File: src/rtl/morse_keyer_sequencer_if.sv
// Symbol handshake between the character encoder (master) and the keyer (slave).
// A symbol moves across when sym_valid and sym_ready are both high at a rising clock edge.
interface morse_keyer_sequencer_if;
   logic       sym_valid;
   logic       sym_ready;
   logic [4:0] sym_code;
   logic [2:0] sym_len;

   modport master (
      output sym_valid,
      output sym_code,
      output sym_len,
      input  sym_ready
   );

   modport slave (
      input  sym_valid,
      input  sym_code,
      input  sym_len,
      output sym_ready
   );
endinterface

File: src/rtl/morse_keyer_sequencer.sv
// Morse keyer: turns one dot/dash symbol at a time into an on/off keying line.
// Standard unit timing comes from a programmable unit-period counter.
module morse_keyer_sequencer #(
   parameter int unsigned UNIT_CYCLES = 100000000,
   parameter int unsigned CNT_W       = 28
) (
   input  logic                          clk,
   input  logic                          rst_n,
   morse_keyer_sequencer_if.slave        sym_if,
   input  logic                          abort_i,
   output logic                          tx_o,
   output logic                          busy_o,
   output logic                          done_o
);

   localparam logic [2:0] S_IDLE  = 3'd0;
   localparam logic [2:0] S_MARK  = 3'd1;
   localparam logic [2:0] S_SPACE = 3'd2;
   localparam logic [2:0] S_LGAP  = 3'd3;
   localparam logic [2:0] S_WGAP  = 3'd4;

   localparam logic [CNT_W-1:0] LAST_CNT = CNT_W'(UNIT_CYCLES - 1);

   logic [2:0]       state_q,  state_d;
   logic [4:0]       shift_q,  shift_d;
   logic [2:0]       rem_q,    rem_d;
   logic [1:0]       unit_q,   unit_d;
   logic [CNT_W-1:0] period_q, period_d;
   logic             tx_q,     tx_d;
   logic             busy_q,   busy_d;
   logic             done_q,   done_d;

   logic             accept;
   logic             tick;
   logic             elapsed;
   logic [1:0]       unit_last;
   logic [2:0]       len_clamped;

   assign sym_if.sym_ready = (state_q == S_IDLE);
   assign accept           = sym_if.sym_valid && sym_if.sym_ready;
   assign tick             = (state_q != S_IDLE) && (period_q == LAST_CNT);
   assign len_clamped      = (sym_if.sym_len > 3'd5) ? 3'd5 : sym_if.sym_len;

   // Units to hold the current state, minus one; the word gap needs 4 and fits in 2 bits that way.
   always_comb begin
      unit_last = 2'd0;
      case (state_q)
         S_MARK:  unit_last = shift_q[0] ? 2'd2 : 2'd0;
         S_SPACE: unit_last = 2'd0;
         S_LGAP:  unit_last = 2'd2;
         S_WGAP:  unit_last = 2'd3;
         default: unit_last = 2'd0;
      endcase
   end

   assign elapsed = tick && (unit_q == unit_last);

   // NOTE: every output of this block gets a default first, so no path can infer a latch.
   always_comb begin
      state_d  = state_q;
      shift_d  = shift_q;
      rem_d    = rem_q;
      unit_d   = unit_q;
      period_d = '0;
      tx_d     = tx_q;
      done_d   = 1'b0;

      if (state_q != S_IDLE) begin
         period_d = tick ? '0 : period_q + CNT_W'(1);
      end
      if (tick) begin
         unit_d = elapsed ? 2'd0 : unit_q + 2'd1;
      end

      case (state_q)
         S_IDLE: begin
            if (accept) begin
               shift_d  = sym_if.sym_code;
               rem_d    = len_clamped;
               unit_d   = 2'd0;
               period_d = '0;
               if (len_clamped == 3'd0) begin
                  state_d = S_WGAP;
                  tx_d    = 1'b0;
               end else begin
                  state_d = S_MARK;
                  tx_d    = 1'b1;
               end
            end
         end
         S_MARK: begin
            if (elapsed) begin
               tx_d = 1'b0;
               if (rem_q > 3'd1) begin
                  state_d = S_SPACE;
                  rem_d   = rem_q - 3'd1;
                  shift_d = {1'b0, shift_q[4:1]};
               end else begin
                  state_d = S_LGAP;
               end
            end
         end
         S_SPACE: begin
            if (elapsed) begin
               state_d = S_MARK;
               tx_d    = 1'b1;
            end
         end
         S_LGAP, S_WGAP: begin
            if (elapsed) begin
               state_d = S_IDLE;
               done_d  = 1'b1;
            end
         end
         default: begin
            state_d = S_IDLE;
            tx_d    = 1'b0;
         end
      endcase

      // Abort wins over a tick landing in the same cycle, including the final one of a gap.
      if (abort_i && (state_q != S_IDLE)) begin
         state_d  = S_IDLE;
         tx_d     = 1'b0;
         done_d   = 1'b0;
         rem_d    = 3'd0;
         unit_d   = 2'd0;
         period_d = '0;
      end

      busy_d = (state_d != S_IDLE);
   end

   // NOTE: sequential state uses non-blocking assignments so all flops update together at the edge.
   always_ff @(posedge clk or negedge rst_n) begin
      if (!rst_n) begin
         state_q  <= S_IDLE;
         shift_q  <= '0;
         rem_q    <= '0;
         unit_q   <= '0;
         period_q <= '0;
         tx_q     <= 1'b0;
         busy_q   <= 1'b0;
         done_q   <= 1'b0;
      end else begin
         state_q  <= state_d;
         shift_q  <= shift_d;
         rem_q    <= rem_d;
         unit_q   <= unit_d;
         period_q <= period_d;
         tx_q     <= tx_d;
         busy_q   <= busy_d;
         done_q   <= done_d;
      end
   end

   assign tx_o   = tx_q;
   assign busy_o = busy_q;
   assign done_o = done_q;

endmodule

File: src/flat_wrapper.sv
// flat-port wrapper written by rule: the top's interface ports become plain ports
module morse_keyer_sequencer_flat 
#(
   parameter int unsigned UNIT_CYCLES = 100000000,
   parameter int unsigned CNT_W       = 28
)
  (clk, rst_n, abort_i, tx_o, busy_o, done_o, sym_if_sym_valid, sym_if_sym_code, sym_if_sym_len, sym_if_sym_ready);
  morse_keyer_sequencer_if sym_if_i ();
  input  logic clk;
  input  logic rst_n;
  input  logic abort_i;
  output logic tx_o;
  output logic busy_o;
  output logic done_o;
  input wire logic [$bits(sym_if_i.sym_valid)-1:0] sym_if_sym_valid;
  input wire logic [$bits(sym_if_i.sym_code)-1:0] sym_if_sym_code;
  input wire logic [$bits(sym_if_i.sym_len)-1:0] sym_if_sym_len;
  output wire logic [$bits(sym_if_i.sym_ready)-1:0] sym_if_sym_ready;
  assign sym_if_i.sym_valid = sym_if_sym_valid;
  assign sym_if_i.sym_code = sym_if_sym_code;
  assign sym_if_i.sym_len = sym_if_sym_len;
  assign sym_if_sym_ready = sym_if_i.sym_ready;
  morse_keyer_sequencer #(.UNIT_CYCLES(UNIT_CYCLES), .CNT_W(CNT_W)) u_core (.clk(clk), .rst_n(rst_n), .sym_if(sym_if_i), .abort_i(abort_i), .tx_o(tx_o), .busy_o(busy_o), .done_o(done_o));
endmodule
File: config.mk
export PLATFORM = sky130hd
export DESIGN_NAME = morse_keyer_sequencer_flat
export DESIGN_NICKNAME = d
export VERILOG_FILES = /design/src/rtl/morse_keyer_sequencer_if.sv /design/src/rtl/morse_keyer_sequencer.sv /design/src/flat_wrapper.sv
export SDC_FILE = /design/constraint.sdc
export NUM_CORES = 1
export LEC_CHECK = 0
export CORE_ASPECT_RATIO = 0.75
export CORE_MARGIN = 5
export CORE_UTILIZATION = 31
export CTS_CLUSTER_DIAMETER = 200
export DETAILED_ROUTE_END_ITERATION = 8
export GPL_TIMING_DRIVEN = 1
export SETUP_SLACK_MARGIN = 0.02
export SYNTH_ARGS = -nofsm -noshare
export SYNTH_HDL_FRONTEND = slang
export SYNTH_SLANG_ARGS = --single-unit
File: constraint.sdc
create_clock -name clk -period 4.48 [get_ports clk]
set_input_delay 0.896 -clock clk [delete_from_list [all_inputs] [get_ports clk]]
set_output_delay 0.896 -clock clk [all_outputs]
set_load 0.01 [all_outputs]
==> reports/metrics.cfg, run 1 <==
[drt]
drt_pre_antenna_iters = 5
drt_iter0_drc = 141
vias = 1904
drt_wl_total_um = 4846
route.detailed.vias_per_inst = 4.870
postRouteAntennaNets = 0
routedWlPerCell_um = 12.39
drc = 0

[power_and_ir_drop]
internal-power_mw = 0.6783
peakVddDrop_mv = 0.1453
power_leakage_nw = 1.173
clockPowerShare_pct = 23.5
p_seq_share_pct = 48.5
power_switching_share_pct = 31.48
switching_power_mw = 0.3117
share_comb_of_total_power_pct = 28.0
pwr_density_cell_nw_per_um2 = 359.3

[critical_path]
endpoint_kind = primary output
rr_worst_depth = 6
worst_ep_required_time_ps = 3580
worst_r2r_endpoint = u_core.period_q[3]
critPathArrivalTime_ps = 2070
critical_path.reg2reg.startpoint = u_core.period_q[0]
setup.reg_to_reg.worst_slack_ps = 1810
crit_type = reg2out
worst_setup_path_start_kind = flop
crit_path_max_fanout = 11

[yosys]
ys_seq_elements = 44
ys_seq_area_share_pct = 44.40
async_set_reset_flop_share_out_of_synthesis_pct = 100.0
syn_avg_cell_area_sq_um = 9.051
yosysTopAreaCell = sky130_fd_sc_hd__dfrtp_1
synth.top_cells.by_area = sky130_fd_sc_hd__dfrtp_1 44%, sky130_fd_sc_hd__nor2_1 7.1%, sky130_fd_sc_hd__xnor2_1 6.0%
synthFlopType = sky130_fd_sc_hd__dfrtp_1
yosys_warnings = 0
syn-instance-count = 274
synth.distinct_cells = 48
number_of_synthesized_flops_with_an_enable_pin = 0
synth_largest_type_area_fraction_pct = 44.40
syn_area_sq_um = 2480
synth.net_count = 289

[clocking]
tritoncts = yes
clk_path_buf_depth = 2
post_cts_resize_count = 0
numCtsBuffers = 5
worstSkewPairLatency_ps = 290
cts.clk_slew.worst_paths_ps = 80
cts_num_sinks = 44
cts_htree_levels = 2
clock_root_buffer = sky130_fd_sc_hd__clkbuf_8
postCtsSetupBuffers = 0
cts-hold-fix-buffers = 0

[timing]
time_the_final_worst_path_needs_with_i_o_delays_and_setup_ps = 2966
finalSetupTns_ps = 0
clock.fmax_ghz = 0.3371
timing.final.crit_share_pct = 66.21
timing.slew.headroom_pct = 30.90
setup_viol = 0
final_max_slew_viol_count = 0
fin_skew_ps = 11.02
rsz_0062_raised_after_global_routing = false
timing_hold_violations_final = 0
tightest_slew_ps = 1037
worst_slack_ps = 1514

[global_route]
wire_length_of_the_first_global_routing_pass_um = 8459
grt_overflow_total = 0
via_count_of_the_first_global_routing_pass = 1733
initial_antenna_violation_count = 0
grtUsageTotal_pct = 10.59
largest_net_degree_at_the_start_of_global_routing = 45

[final_layout]
most_common_library_cell_in_the_layout_ignoring_fill_and_taps = sky130_fd_sc_hd__nor2_1
antennaDiodeCount = 0
syn_to_final_growth_pct = 11.10
finish.cell_count_without_fillers = 391
num-nets-final = 301
fraction_of_final_layout_cells_with_drive_strength_greater_than_1_pct = 8.392
layout_common_cells = 47 x sky130_fd_sc_hd__nor2_1, 44 x sky130_fd_sc_hd__dfrtp_1, 33 x sky130_fd_sc_hd__nand2_1
design_area_sq_um = 2755

[flow_run]
max_cap_viol_count = 0

[placement]
hpwl_after_detailed_placement_um = 3425
io_buffer_count = 15
placed_cell_area_sq_um = 2678
placed_cells_incl_taps = 384
detailedPlace.worstSlack_ps = 1767
rd_place_congestion = 0.8600

[floorplanning]
die_area_sq_um = 9907
core_region_area_sq_um = 7848
fp-row-count = 28
die_width_um = 113.3
io_pins = 16
die_y_um = 87.46
start_util_pct = 31.60

[min_path]
min_delay_endpoint = u_core.period_q[0]
hold_start = u_core.period_q[0]
min_delay_path_depth = 1
hold_path_class = reg2reg

[status]
status = finished clean

## registers in the layout, indices dropped and copies added, names as in the netlist
name / count
u_core.period_q: 28
u_core.shift_q: 5
u_core.rem_q: 3
u_core.state_q: 3
u_core.unit_q: 2
u_core.busy_o: 1
u_core.done_o: 1
u_core.tx_o: 1
## power groups by stage
stage | Combinational [mW] | Clock (mW) | Sequential (mW)
2_1_floorplan | 0.215 | 0 | 0.477
3_3_place_gp | 0.277 | 0 | 0.487
3_5_place_dp | 0.279 | 0 | 0.489
4_1_cts | 0.281 | 0.247 | 0.480
5_1_grt | 0.312 | 0.260 | 0.489
6_report | 0.277 | 0.232 | 0.480
## through the flow
| step | power [mW] | hold WS, ps | util [%] |
|---|---|---|---|
| floorplan | 0.6920 | 454.7 | - |
| global placement | 0.7631 | 473.7 | 34.12 |
| detailed placement | 0.7681 | 480.7 | 34.12 |
| CTS | 1.008 | 492.0 | 35.11 |
| global route | 1.061 | 517.9 | 35.11 |
| finish | 0.9900 | 491.8 | 35.11 |
## layer usage
layer  global-route usage, %  vias to the layer above  wire, um
li1                        -                      953         -
met1                   16.43                      908      2571
met2                   14.19                       37      1949
met3                   2.083                        6       252
met4                   3.930                        0        72
met5                       0                        -         0
## layout make-up
class / count / area (sq um)
multi-input combinational: 207 / 1251
sequential: 44 / 1101
inverter: 13 / 48.80
timing repair buffer: 15 / 145.1
tap: 105 / 131.4
fill: 831 / 5092
clock inverter: 1 / 5.005
clock buffer: 6 / 72.57
## worst max path at each step
stage | startpoint | end | slack, ps | depth (start not counted)
finish | u_core.state_q[1] | sym_if_sym_ready | 1510 | 3
CTS | u_core.state_q[1] | sym_if_sym_ready | 1510 | 3
floorplan | u_core.period_q[0] | u_core.shift_q[0] | 2260 | 7
global placement | u_core.period_q[0] | u_core.period_q[23] | 1780 | 6
detailed placement | u_core.period_q[0] | u_core.period_q[3] | 1770 | 6
global route | u_core.state_q[2] | sym_if_sym_ready | 1440 | 3
## cells by family after synthesis
family                   after synthesis  synth area share [%]
adder cells (fa/ha/maj)                4                 1.917
AND/OR/NAND/NOR                      132                 26.24
flip-flops                            44                 44.40
XOR/XNOR                              25                 8.829
buffers and inverters                 23                 5.146
AO/OA/AOI/OAI                         38                 10.04
multiplexers                           8                 3.431
## critical path, stage by stage, from the launching register on
cell                              delay, ps
sky130_fd_sc_hd__dfrtp_1                500
sky130_fd_sc_hd__or3_1                  510
sky130_fd_sc_hd__inv_1                  190
sky130_fd_sc_hd__clkdlybuf4s50_1        570
## cells in the mapped netlist (all sizes together) (5+ instances only)
library cell   n
and3          11
xnor2         17
o21ai         14
nand4          8
dfrtp         44
nand3         13
inv           13
nor2          47
xor2           8
or3            5
nand2         33
buf            8
a21oi         10
(Power assumes the default switching activity.)
==> run 2, diff against run 1 <==
- clock period: 4.48 -> 3 ns (I/O delays scaled with it)
==> run 2 against run 1 <==
  * First-iteration DRC count is 17% lower
  * Clock-buffer cell count is 1 higher
  * Sequential power is 49% higher
  * Highest routed layer unchanged
==> reports/metrics.cfg, run 2 (synthesis results as in run 1) <==
[floorplanning]
die_y_um = 87.46
die_width_um = 113.3
die_area_sq_um = 9907
start_util_pct = 31.60
fp-row-count = 28
io_pins = 16
core_region_area_sq_um = 7848

[drt]
detail_route.wirelength.met1_um = 2592
dr_wl_met2_um = 2156
drt_iter0_drc = 117
postRouteAntennaNets = 0
drt_wl_total_um = 5035
drc = 0
route.detailed.vias_per_inst = 4.883
routedWlPerCell_um = 12.78
vias = 1924
routed-wl-met3_um = 234
maxUsedRoutingLayer = met4
drt_pre_antenna_iters = 4

[timing]
clock.fmax_ghz = 0.3813
tightest_slew_ps = 997.3
fin_skew_ps = 7.873
setup_viol = 0
final_max_slew_viol_count = 0
timing_hold_violations_final = 0
timing.final.crit_share_pct = 87.42
rsz_0062_raised_after_global_routing = false
timing.slew.headroom_pct = 33.51
finalSetupTns_ps = 0
time_the_final_worst_path_needs_with_i_o_delays_and_setup_ps = 2623

[final_layout]
largest_register_ff_count = 28
antennaDiodeCount = 0
finish.cell_count_without_fillers = 394
largest_register = u_core.period_q
fraction_of_final_layout_cells_with_drive_strength_greater_than_1_pct = 9.689
num-nets-final = 303
layout_common_cells = 47 x sky130_fd_sc_hd__nor2_1, 44 x sky130_fd_sc_hd__dfrtp_1, 33 x sky130_fd_sc_hd__nand2_1
syn_to_final_growth_pct = 13.67
most_common_library_cell_in_the_layout_ignoring_fill_and_taps = sky130_fd_sc_hd__nor2_1
layout_top_registers = u_core.period_q (28), u_core.shift_q (5)

[critical_path]
critPathArrivalTime_ps = 2020
crit_type = reg2out
crit_path_max_fanout = 11
worst_ep_required_time_ps = 2400
worst_setup_path_start_kind = flop
endpoint_kind = primary output

[placement]
hpwl_after_detailed_placement_um = 3573
io_buffer_count = 15
rd_place_congestion = 0.8291
placed_cells_incl_taps = 386

[clocking]
post_cts_resize_count = 0
cts_num_sinks = 44
cts-hold-fix-buffers = 0
postCtsSetupBuffers = 0
worstSkewPairLatency_ps = 290
clk_path_buf_depth = 2
cts_htree_levels = 2
numCtsBuffers = 5
tritoncts = yes
clock_root_buffer = sky130_fd_sc_hd__clkbuf_8
cts.clk_slew.worst_paths_ps = 80

[status]
status = finished clean

[global_route]
grtUsageTotal_pct = 11.13
grt_overflow_total = 0
largest_net_degree_at_the_start_of_global_routing = 45
wire_length_of_the_first_global_routing_pass_um = 8963
initial_antenna_violation_count = 0
via_count_of_the_first_global_routing_pass = 1848

[min_path]
hold_path_class = in2async

[power_and_ir_drop]
power_leakage_nw = 1.205
peakVddDrop_mv = 0.1637
pwr_density_cell_nw_per_um2 = 580.4

[flow_run]
max_cap_viol_count = 0

run 2: cell types whose count changed in the layout (fill, tap and decap cells not counted):
cell                        previous run  this run
sky130_fd_sc_hd__bufinv_16             0         1
sky130_fd_sc_hd__clkinv_2              1         0
sky130_fd_sc_hd__clkbuf_1              1         0
sky130_fd_sc_hd__buf_4                 0         2
sky130_fd_sc_hd__clkbuf_8              5         7
run 2: final timing paths:
check,cells past startpoint,slack [ps],from,end
worst max-delay path,3,380,u_core.state_q[1],sym_if_sym_ready
worst min-delay path,1,460,rst_n,u_core.shift_q[0]
worst min register to register,1,490,u_core.period_q[0],u_core.period_q[0]
min in group clk,1,490,u_core.period_q[0],u_core.period_q[0]
max in group asynchronous,1,1910,rst_n,u_core.shift_q[4]
worst max register to register,7,460,u_core.period_q[0],u_core.shift_q[0]
run 2: layout make-up:
type / instances / area (sq um)
Multi-Input combinational cell: 207 / 1251
Timing Repair Buffer: 17 / 160.2
Fill cell: 819 / 5029
Clock buffer: 7 / 96.34
Inverter: 13 / 48.80
Tap cell: 105 / 131.4
Clock inverter: 1 / 30.03
Sequential cell: 44 / 1101
run 2: through the flow:
| stage | total power, mW | utilization, % | hold slack [ps] | instance area [sq um] | setup slack, ps |
|---|---|---|---|---|---|
| detailed placement | 1.155 | 34.31 | 484.2 | 2693 | 466.3 |
| global route | 1.743 | 35.92 | 526.5 | 2819 | 253.7 |
| finish | 1.636 | 35.92 | 464.7 | 2819 | 377.4 |
| CTS | 1.660 | 35.92 | 496.3 | 2819 | 375.4 |
| floorplan | 1.033 | - | 304.4 | 2480 | 781.2 |
| global placement | 1.146 | 34.31 | 470.9 | 2693 | 543.9 |
run 2: report_power, final:
part           switching, mW  internal [mW]  leakage, nW
combinational          0.226          0.198        0.548
clock                  0.201          0.294       0.0645
sequential            0.0532          0.663        0.593
run 2: worst max-delay path, stage by stage, from the launching register on:
cell,delay (ps)
sky130_fd_sc_hd__dfrtp_1,490
sky130_fd_sc_hd__or3_1,500
sky130_fd_sc_hd__inv_1,180
sky130_fd_sc_hd__clkdlybuf4s50_1,560
run 2: per-layer routing:
layer	vias up	GRT usage [%]
met5	-	0
met4	0	3.275
met3	4	2.778
met2	36	16.94
met1	923	15.65
li1	961	-
